<file path="src/rtl/cache_pkg.sv">
// rtl/cache_pkg.sv - shared FSM states, request mode encoding and width helper for the cache set
package cache_pkg;

    localparam logic [1:0] ST_IDLE   = 2'd0;
    localparam logic [1:0] ST_LOOKUP = 2'd1;
    localparam logic [1:0] ST_RESP   = 2'd2;

    // Request mode is the concatenation {comp, write}.
    localparam logic [1:0] MODE_CMP_WR = 2'b11;
    localparam logic [1:0] MODE_ACC_WR = 2'b01;

    function automatic int clog2_min1(input int n);
        return (n <= 2) ? 1 : $clog2(n);
    endfunction

endpackage

</file>
<file path="src/rtl/assoc_set_way.sv">
// rtl/assoc_set_way.sv - one cache line: tag, valid, dirty and word storage with a combinational tag match
module assoc_set_way
    import cache_pkg::*;
#(
    parameter int WORDS  = 4,
    parameter int TAG_W  = 5,
    parameter int DATA_W = 16,
    localparam int WORD_W = clog2_min1(WORDS)
) (
    input  logic              clk,
    input  logic              rst,
    input  logic              wr_en,
    input  logic [TAG_W-1:0]  req_tag,
    input  logic [WORD_W-1:0] word,
    input  logic [DATA_W-1:0] wr_data,
    input  logic              wr_valid,
    input  logic              wr_dirty,
    output logic              match,
    output logic [TAG_W-1:0]  tag,
    output logic              valid,
    output logic              dirty,
    output logic [DATA_W-1:0] rd_data
);

    logic [DATA_W-1:0] mem [WORDS];

    always_ff @(posedge clk) begin
        if (rst) begin
            tag   <= '0;
            valid <= 1'b0;
            dirty <= 1'b0;
        end else if (wr_en) begin
            tag   <= req_tag;
            valid <= wr_valid;
            dirty <= wr_dirty;
        end
    end

    // Data is not cleared on reset, but a write racing a reset is dropped.
    always_ff @(posedge clk) begin
        if (wr_en && !rst) begin
            mem[word] <= wr_data;
        end
    end

    assign match   = valid && (tag == req_tag);
    assign rd_data = mem[word];

endmodule

</file>
<file path="src/rtl/assoc_set.sv">
// rtl/assoc_set.sv - set-associative cache set with request/response FSM; ASSOC_SET_LRU_EN selects true-LRU over round-robin
module assoc_set
    import cache_pkg::*;
#(
    parameter int WAYS   = 2,
    parameter int WORDS  = 4,
    parameter int TAG_W  = 5,
    parameter int DATA_W = 16,
    localparam int WAY_W  = clog2_min1(WAYS),
    localparam int WORD_W = clog2_min1(WORDS)
) (
    input  logic              clk,
    input  logic              rst,
    input  logic              req_valid,
    output logic              req_ready,
    input  logic              comp,
    input  logic              write,
    input  logic [TAG_W-1:0]  tag_in,
    input  logic [WORD_W-1:0] word,
    input  logic [DATA_W-1:0] data_in,
    input  logic              valid_in,
    output logic              resp_valid,
    output logic              hit,
    output logic              dirty_out,
    output logic              valid_out,
    output logic [TAG_W-1:0]  tag_out,
    output logic [DATA_W-1:0] data_out,
    output logic [WAY_W-1:0]  way_out
);

    logic [1:0]        state;
    logic [1:0]        mode_q;
    logic [TAG_W-1:0]  tag_q;
    logic [WORD_W-1:0] word_q;
    logic [DATA_W-1:0] data_q;
    logic              vin_q;

    logic [WAYS-1:0]   match, line_valid, line_dirty, wr_en;
    logic [TAG_W-1:0]  line_tag  [WAYS];
    logic [DATA_W-1:0] line_data [WAYS];

    logic              hit_any, inv_any, lookup, is_acc_wr, is_cmp_wr;
    logic [WAY_W-1:0]  hit_way, inv_way, repl_way, sel_way;

    assign lookup    = (state == ST_LOOKUP);
    assign is_acc_wr = (mode_q == MODE_ACC_WR);
    assign is_cmp_wr = (mode_q == MODE_CMP_WR);
    assign req_ready = (state == ST_IDLE);

    for (genvar w = 0; w < WAYS; w++) begin : g_way
        assoc_set_way #(.WORDS(WORDS), .TAG_W(TAG_W), .DATA_W(DATA_W)) u_way (
            .clk(clk), .rst(rst), .wr_en(wr_en[w]), .req_tag(tag_q), .word(word_q),
            .wr_data(data_q), .wr_valid(is_acc_wr ? vin_q : 1'b1), .wr_dirty(!is_acc_wr),
            .match(match[w]), .tag(line_tag[w]), .valid(line_valid[w]),
            .dirty(line_dirty[w]), .rd_data(line_data[w])
        );
    end

    // Lowest index wins for both the hit way and the first invalid way.
    always_comb begin
        hit_any = 1'b0;
        hit_way = '0;
        inv_any = 1'b0;
        inv_way = '0;
        for (int i = WAYS - 1; i >= 0; i--) begin
            if (match[i]) begin
                hit_any = 1'b1;
                hit_way = WAY_W'(i);
            end
            if (!line_valid[i]) begin
                inv_any = 1'b1;
                inv_way = WAY_W'(i);
            end
        end
        sel_way = hit_any ? hit_way : (inv_any ? inv_way : repl_way);
        for (int i = 0; i < WAYS; i++) begin
            wr_en[i] = lookup && (sel_way == WAY_W'(i)) && (is_acc_wr || (is_cmp_wr && hit_any));
        end
    end

`ifdef ASSOC_SET_LRU_EN
    logic [WAY_W-1:0] age [WAYS];
    logic             touch;

    // Compare modes touch only on a hit; access-write always touches.
    assign touch = lookup && (is_acc_wr || (mode_q[1] && hit_any));

    always_comb begin
        repl_way = '0;
        for (int i = 0; i < WAYS; i++) begin
            if (age[i] == WAY_W'(WAYS - 1)) begin
                repl_way = WAY_W'(i);
            end
        end
    end

    always_ff @(posedge clk) begin
        for (int i = 0; i < WAYS; i++) begin
            if (rst) begin
                age[i] <= WAY_W'(i);
            end else if (touch) begin
                if (sel_way == WAY_W'(i)) begin
                    age[i] <= '0;
                end else if (age[i] < age[sel_way]) begin
                    age[i] <= age[i] + 1'b1;
                end
            end
        end
    end
`else
    logic [WAY_W-1:0] rr_ptr;

    // WAYS is a power of two, so the pointer wraps modulo WAYS on its own.
    always_ff @(posedge clk) begin
        if (rst) begin
            rr_ptr <= '0;
        end else if (lookup && is_acc_wr && !hit_any) begin
            rr_ptr <= rr_ptr + 1'b1;
        end
    end

    assign repl_way = rr_ptr;
`endif

    always_ff @(posedge clk) begin
        if (rst) begin
            state      <= ST_IDLE;
            mode_q     <= '0;
            tag_q      <= '0;
            word_q     <= '0;
            data_q     <= '0;
            vin_q      <= 1'b0;
            resp_valid <= 1'b0;
            hit        <= 1'b0;
            dirty_out  <= 1'b0;
            valid_out  <= 1'b0;
            tag_out    <= '0;
            data_out   <= '0;
            way_out    <= '0;
        end else begin
            resp_valid <= 1'b0;
            case (state)
                ST_IDLE: begin
                    if (req_valid) begin
                        state  <= ST_LOOKUP;
                        mode_q <= {comp, write};
                        tag_q  <= tag_in;
                        word_q <= word;
                        data_q <= data_in;
                        vin_q  <= valid_in;
                    end
                end
                ST_LOOKUP: begin
                    state      <= ST_RESP;
                    resp_valid <= 1'b1;
                    hit        <= hit_any;
                    way_out    <= sel_way;
                    valid_out  <= line_valid[sel_way];
                    dirty_out  <= line_dirty[sel_way];
                    tag_out    <= line_tag[sel_way];
                    data_out   <= line_data[sel_way];
                end
                ST_RESP: state <= ST_IDLE;
                default: state <= ST_IDLE;
            endcase
        end
    end

endmodule
</file>
<file path="config.mk">
export PLATFORM = sky130hd
export DESIGN_NAME = assoc_set
export DESIGN_NICKNAME = d
export VERILOG_FILES = /design/src/rtl/cache_pkg.sv /design/src/rtl/assoc_set_way.sv /design/src/rtl/assoc_set.sv
export SDC_FILE = /design/constraint.sdc
export NUM_CORES = 1
export LEC_CHECK = 0
export ABC_AREA = 1
export ABC_CLOCK_PERIOD_IN_PS = 3680
export CORE_ASPECT_RATIO = 0.8
export CORE_MARGIN = 2
export CORE_UTILIZATION = 46
export DETAILED_ROUTE_END_ITERATION = 10
export GPL_ROUTABILITY_DRIVEN = 0
export PLACE_DENSITY = 0.66
export RECOVER_POWER = 100
export SKIP_LAST_GASP = 1
export SLEW_MARGIN = 20
export SYNTH_ARGS = -nofsm -noshare
export SYNTH_HDL_FRONTEND = slang
export SYNTH_SLANG_ARGS = --single-unit
export TNS_END_PERCENT = 5
</file>
<file path="constraint.sdc">
create_clock -name clk -period 3.68 [get_ports clk]
set_input_delay 1.104 -clock clk [delete_from_list [all_inputs] [get_ports clk]]
set_output_delay 1.104 -clock clk [all_outputs]
set_load 0.02 [all_outputs]
</file>
# Word level (Yosys, flattened, before mapping)
# Memory sizes are Yosys's and may differ from the RTL's. A register that Yosys moved wholly into a read port is not among the register bits.
# Cells that the tools add are included.
# totals
out_inout_bits,27
rom_bits,0
ram_bits,128
wordCells,80
memories,2
regBits,69
latchBits,0
# mem_list
name,words,word_bits,rd,rd_ports_with_merged_regs,write_ports,line,rtl
g_way[0].u_way.mem,4,16,1,1,1,assoc_set_way.sv:25,logic [DATA_W-1:0] mem [WORDS];
g_way[1].u_way.mem,4,16,1,1,1,assoc_set_way.sv:25,
# classes
mul,0
eq_ne,6
n_div,0
n_reduce_logical,17
bitwise,2
n_mux,30
shifts,0
n_lt_le_gt_ge,2
addsub,1
# ops
op,n
two-way mux 16 bit,3
two-way mux 1 bit,18
two-way mux 5 bit,3
logical AND 1 bit,11
equality test 5 bit,2
two-way mux 2 bit,5
"equality test 2 x 1 -> 1 bit, second input constant",2
one-hot mux 2 bit (2 select lines),1
zero test 1 bit,3
"equality test 2 bit, second input constant",1
"greater-or-equal comparator 2 bit, second input constant",1
zero test 2 bit,1
"less-than comparator 1 x 2 -> 1 bit, second input constant",1
"inequality test 2 bit, second input constant",1
inverter 1 -> 2 bit,1
AND reduction 2 bit,1
"adder 1 bit, second input constant",1
logical OR 1 bit,1
inverter 1 bit,1

# Longest topological paths before layout
# depth
word_depth,11
depth_mapped,13
ltp_nobuf,12

# Hierarchy
# From an unflattened synthesis, not the netlist that was laid out.
# hier_totals
cells_unflattened,748
area_unflattened_um2,7743.7
# by_module_without_submodules
mod,cells_each,instances,area_each_um2,seq_area_each_um2
assoc_set_way at g_way[1].u_way,211,1,2692.6,2062.0
assoc_set_way at g_way[0].u_way,211,1,2685.1,2062.0
assoc_set,326,1,2366.0,1101.1

# Worst setup path before layout
# No wires, ideal clock.
# synth_timing
kind,input-to-reg
startpoint,in rst
endpoint,"mem g_way[0].u_way.mem[3][0], enable pin"
setup_slack_ns,0.573
setup_time_ns,0.409
required_time_ns,3.271
cell_stages,3
t_arrival_ns,2.698
n_path_buf,2
cell_sequence,clkbuf_1 buf_1 nor3_1
# synth_via
elab_chain_cells,4
# synth_rtl
item,line,rtl
"start, declared",assoc_set.sv:13,"input logic rst,"
zero test 1 bit,assoc_set_way.sv:41,if (wr_en && !rst) begin
logical AND 1 bit,assoc_set_way.sv:41,
two-way mux 1 bit,assoc_set_way.sv:41,
two-way mux 1 bit (implied by the code),assoc_set_way.sv:42,mem[word] <= wr_data;
"end, declared",assoc_set_way.sv:25,
# No other way between the ends.

# Worst setup path after layout
# layout_timing
startpoint,reg g_way[0].u_way.tag[3]
endpoint,"mem g_way[0].u_way.mem[0][8], enable pin"
# layout_via
elab_chain_cells,10
word_cells_on_any_way,13
# layout_rtl
item,line,rtl
"start, declared",assoc_set_way.sv:19,"output logic [TAG_W-1:0] tag,"
"start signal, assigned",assoc_set_way.sv:33,tag <= req_tag;
equality test 5 bit (*),assoc_set_way.sv:46,assign match = valid && (tag == req_tag);
logical AND 1 bit (*),assoc_set_way.sv:46,
two-way mux 1 bit,assoc_set.sv:66,if (match[i]) begin
two-way mux 1 bit,assoc_set.sv:75,sel_way = hit_any ? hit_way : (inv_any ? inv_way : repl_way);
inverter 1 bit,assoc_set.sv:77,wr_en[i] = lookup && (sel_way == WAY_W'(i)) && (is_acc_wr || (is_cmp_wr && hit_any));
logical AND 1 bit,assoc_set.sv:77,
logical AND 1 bit (*),assoc_set.sv:77,
logical AND 1 bit (*),assoc_set_way.sv:41,
two-way mux 1 bit (*),assoc_set_way.sv:41,
two-way mux 1 bit (implied by the code) (*),assoc_set_way.sv:42,
# Mark *: on every way between the ends. The rest lies on a longest branch, timed or not.

==> impl_metrics.tcl <==
set metrics [dict create \
    chipWidth_um 150 \
    detail_route.vias_per_cell 5.33 \
    cp_launch_type "flip-flop" \
    netlist.area_leader.share_pct 49.1 \
    tritoncts "done" \
    netlist_instances 774 \
    p_seq_share_pct 52.5 \
    max_slew.worst_pin.slew_ns 1.03 \
    post-place-cells 1021 \
    share_of_the_cycle_needed_by_the_critical_path_after_routing_pct 82.1 \
    dr_total_vias 5608 \
    sequential_fraction_of_the_synthesis_area_pct 67.2 \
    wire_length_of_the_first_global_routing_pass_um 27300 \
    syn_area_sq_um 7830 \
    port_buffers 55 \
    synth_ff_type "sky130_fd_sc_hd__edfxtp_1" \
    final_layout_size_suffix_gt1_share_pct 7.21 \
    synth.largest_area_cell "sky130_fd_sc_hd__edfxtp_1" \
    post-synth-top-count-cell "sky130_fd_sc_hd__nor2_1" \
    fillers 1465 \
    maxCapViolCount 0 \
    maxClockFrequency_ghz 0.331 \
    worst-endpoint-required_ns 3.79 \
    run_status "finished clean" \
    finalClockSkew_ns 0.00951 \
    setup_viol_count_final 0 \
    timing.critical_path.arrival_ns 3.13 \
    synth.avg_cell_area_sq_um 10.1 \
    grt_overflow 0 \
    max-clock-path-buffers 2 \
    number_of_antenna_violations_at_the_first_check_in_global_routing 0 \
    synth-edff-count 128 \
    synth_top_cells_by_count "sky130_fd_sc_hd__nor2_1 (157), sky130_fd_sc_hd__edfxtp_1 (128), sky130_fd_sc_hd__nand2_1 (119), sky130_fd_sc_hd__o21ai_0 (98), sky130_fd_sc_hd__dfxtp_1 (71)" \
    synth_fp_nets 803 \
    total_net_switching_power_mw 1.10 \
    firstDrtPassIters 5 \
    worst_hold_path_type "reg -> reg" \
    max_slew_margin_pct 31.0 \
    synth_top_cells_by_area "sky130_fd_sc_hd__edfxtp_1 (49%), sky130_fd_sc_hd__dfxtp_1 (18%), sky130_fd_sc_hd__nor2_1 (7.5%)" \
    via_count_of_the_first_global_routing_pass 4930 \
    timing_hold_violations_final 0 \
    detailed_place_hpwl_um 11000 \
    critical_path_class "reg -> reg" \
    share_comb_of_total_power_pct 8.7 \
    p_leak_nw 3.39 \
    area.sequential_sq_um 5270 \
    core-area_sq_um 16600 \
    finalWirelength_um 17700 \
    clkPwrFrac_pct 38.8 \
    internal-power_mw 3.66 \
    power_mw 4.76 \
    synth-seq-cells 199 \
    ir_worst_vdd_v 0.000377 \
    async_flop_share_pct 0 \
    netSwitchingFraction_pct 23.1 \
    total_area_of_multi_input_combinational_cells_sq_um 2180 \
    drc 0 \
    cts-htree-levels 4 \
    drtAntennaViolNets 0 \
    final_max_slew_viol_count 0 \
    worst_setup_path_end_kind "flip-flop" \
    cts_resized 0 \
    drt_iter0_markers 701 \
    grt_setup_unrepaired "no" \
    clk_latency_ns 0.43 \
    antennaDiodeCount 0 \
    boundary_pins 56 \
    syn2layout_area_growth_pct 16.7 \
    final.setup.tns_ns 0 \
    stdcell_count 1052 \
    power-per-cell-area_nw_per_um2 521 \
    die_h_um 121 \
    clock-sinks 199 \
    die_area_sq_um 18100 \
    cts_hold_repair.buffers 0 \
    initial_core_util_pct 47.2 \
    cts_setup_buffers 0 \
    cts_inserted_buffers 17 \
    crit_fanout 25 \
    synth_warnings 0 \
    average_wire_per_cell_in_the_routed_design_um 16.8 \
    ctsRootBufferMaster "sky130_fd_sc_hd__clkbuf_16" \
    cts.clk_slew.worst_paths_ns 0.06 \
    grt_util_all_layers_pct 20.1 \
    synth_cell_types 26 \
    floorplan.rows 42 \
    grt_max_degree 65 \
    layout.nets 849 \
    post-route-min-period_ns 3.02 \
]
==> area by class of cell <==
type | count | share of cell area [%]
clock buffer | 21 | 4.93
clock inverter | 10 | 1.40
inverter | 45 | 1.88
multi-input combinational | 486 | 23.9
sequential | 199 | 57.6
tap | 220 | 3.01
timing repair buffer | 71 | 7.27
==> final timing paths <==
path,slack [ns],to,cells past startpoint,from
min reg2reg,0.45,g_way[0].u_way.dirty$_SDFFE_PP0P_,2,g_way[0].u_way.dirty$_SDFFE_PP0P_
max reg2reg,0.66,g_way[0].u_way.mem[0][8]$_DFFE_PP_,11,g_way[0].u_way.tag[3]$_SDFFE_PP0P_
min,0.45,g_way[0].u_way.dirty$_SDFFE_PP0P_,2,g_way[0].u_way.dirty$_SDFFE_PP0P_
max,0.66,g_way[0].u_way.mem[0][8]$_DFFE_PP_,11,g_way[0].u_way.tag[3]$_SDFFE_PP0P_
==> state kept, by name (all words and copies together) (netlist names), 2 cells and up, named ones only <==
| register | count |
|---|---|
| word_q | 2 |
| data_out | 16 |
| g_way.u_way.tag | 10 |
| data_q | 16 |
| mode_q | 2 |
| tag_q | 5 |
| g_way.u_way.valid | 2 |
| state | 2 |
| g_way.u_way.mem | 128 |
| g_way.u_way.dirty | 2 |
| tag_out | 5 |
==> layout by cell type (no fill, tap or decap), types with 2 or more instances in the layout <==
| master | synthesis | final |
|---|---|---|
| sky130_fd_sc_hd__o21ai_0 | 98 | 98 |
| sky130_fd_sc_hd__nor2_4 | 1 | 2 |
| sky130_fd_sc_hd__clkbuf_1 | 31 | 4 |
| sky130_fd_sc_hd__nand2_1 | 119 | 120 |
| sky130_fd_sc_hd__inv_1 | 37 | 37 |
| sky130_fd_sc_hd__nand3_2 | 2 | 2 |
| sky130_fd_sc_hd__a21oi_1 | 25 | 25 |
| sky130_fd_sc_hd__nand4_1 | 3 | 3 |
| sky130_fd_sc_hd__nor3_1 | 8 | 6 |
| sky130_fd_sc_hd__inv_4 | 1 | 3 |
| sky130_fd_sc_hd__o22ai_1 | 32 | 32 |
| sky130_fd_sc_hd__nor3_2 | 0 | 2 |
| sky130_fd_sc_hd__clkbuf_16 | 0 | 17 |
| sky130_fd_sc_hd__buf_4 | 1 | 14 |
| sky130_fd_sc_hd__a31oi_1 | 7 | 7 |
| sky130_fd_sc_hd__clkinv_2 | 0 | 5 |
| sky130_fd_sc_hd__dfxtp_1 | 71 | 71 |
| sky130_fd_sc_hd__edfxtp_1 | 128 | 128 |
| sky130_fd_sc_hd__bufinv_16 | 0 | 3 |
| sky130_fd_sc_hd__nand3_1 | 28 | 28 |
| sky130_fd_sc_hd__dlygate4sd3_1 | 0 | 28 |
| sky130_fd_sc_hd__inv_2 | 6 | 6 |
| sky130_fd_sc_hd__nor2_1 | 157 | 157 |
| sky130_fd_sc_hd__clkdlybuf4s50_1 | 0 | 27 |
==> cells by family (layout without fill, tap and decap cells) <==
group / Yosys count / after routing / share of synthesized area, %
compound gates: 163 / 163 / 11.1
simple gates: 323 / 323 / 16.7
buf+inv: 89 / 147 / 4.98
flops: 199 / 199 / 67.2
==> critical path, cell delays in order (launching register included) <==
cell	delay, ns
sky130_fd_sc_hd__dfxtp_1	0.39
sky130_fd_sc_hd__inv_1	0.06
sky130_fd_sc_hd__nand2_1	0.05
sky130_fd_sc_hd__nand2_1	0.06
sky130_fd_sc_hd__nor2_1	0.18
sky130_fd_sc_hd__nand3_2	0.19
sky130_fd_sc_hd__nand2_1	0.17
sky130_fd_sc_hd__nand2_1	0.07
sky130_fd_sc_hd__nand2_1	0.63
sky130_fd_sc_hd__nand2_1	0.37
sky130_fd_sc_hd__nor3_2	0.24
sky130_fd_sc_hd__buf_4	0.28
==> power by group through the flow <==
stage,registers [mW],logic [mW],clock network (mW)
5_1_grt,2.51,0.462,1.96
4_1_cts,2.50,0.420,1.87
6_report,2.50,0.412,1.85
3_5_place_dp,2.55,0.418,0
3_3_place_gp,2.55,0.410,0
2_1_floorplan,2.55,0.248,0
==> per-layer routing <==
layer	wire length, um	track usage (%)	vias to the layer above
li1	-	-	2733
met1	8780	32.2	2623
met2	7250	26.6	239
met3	1480	5.32	13
met4	167	5.31	0
met5	0	0	-
==> per-stage QoR <==
stage | hold slack [ns] | utilization, % | setup WS, ns | instance area, sq um
after floorplan | 0.425 | - | 0.573 | 7830
final | 0.453 | 55.0 | 0.660 | 9140
after global placement | 0.438 | 51.8 | 0.982 | 8600
after CTS | 0.452 | 55.3 | 1.04 | 9180
after detailed placement | 0.440 | 51.8 | 0.953 | 8600
after global routing | 0.481 | 55.0 | 0.431 | 9140
(Power assumes the default switching activity.)
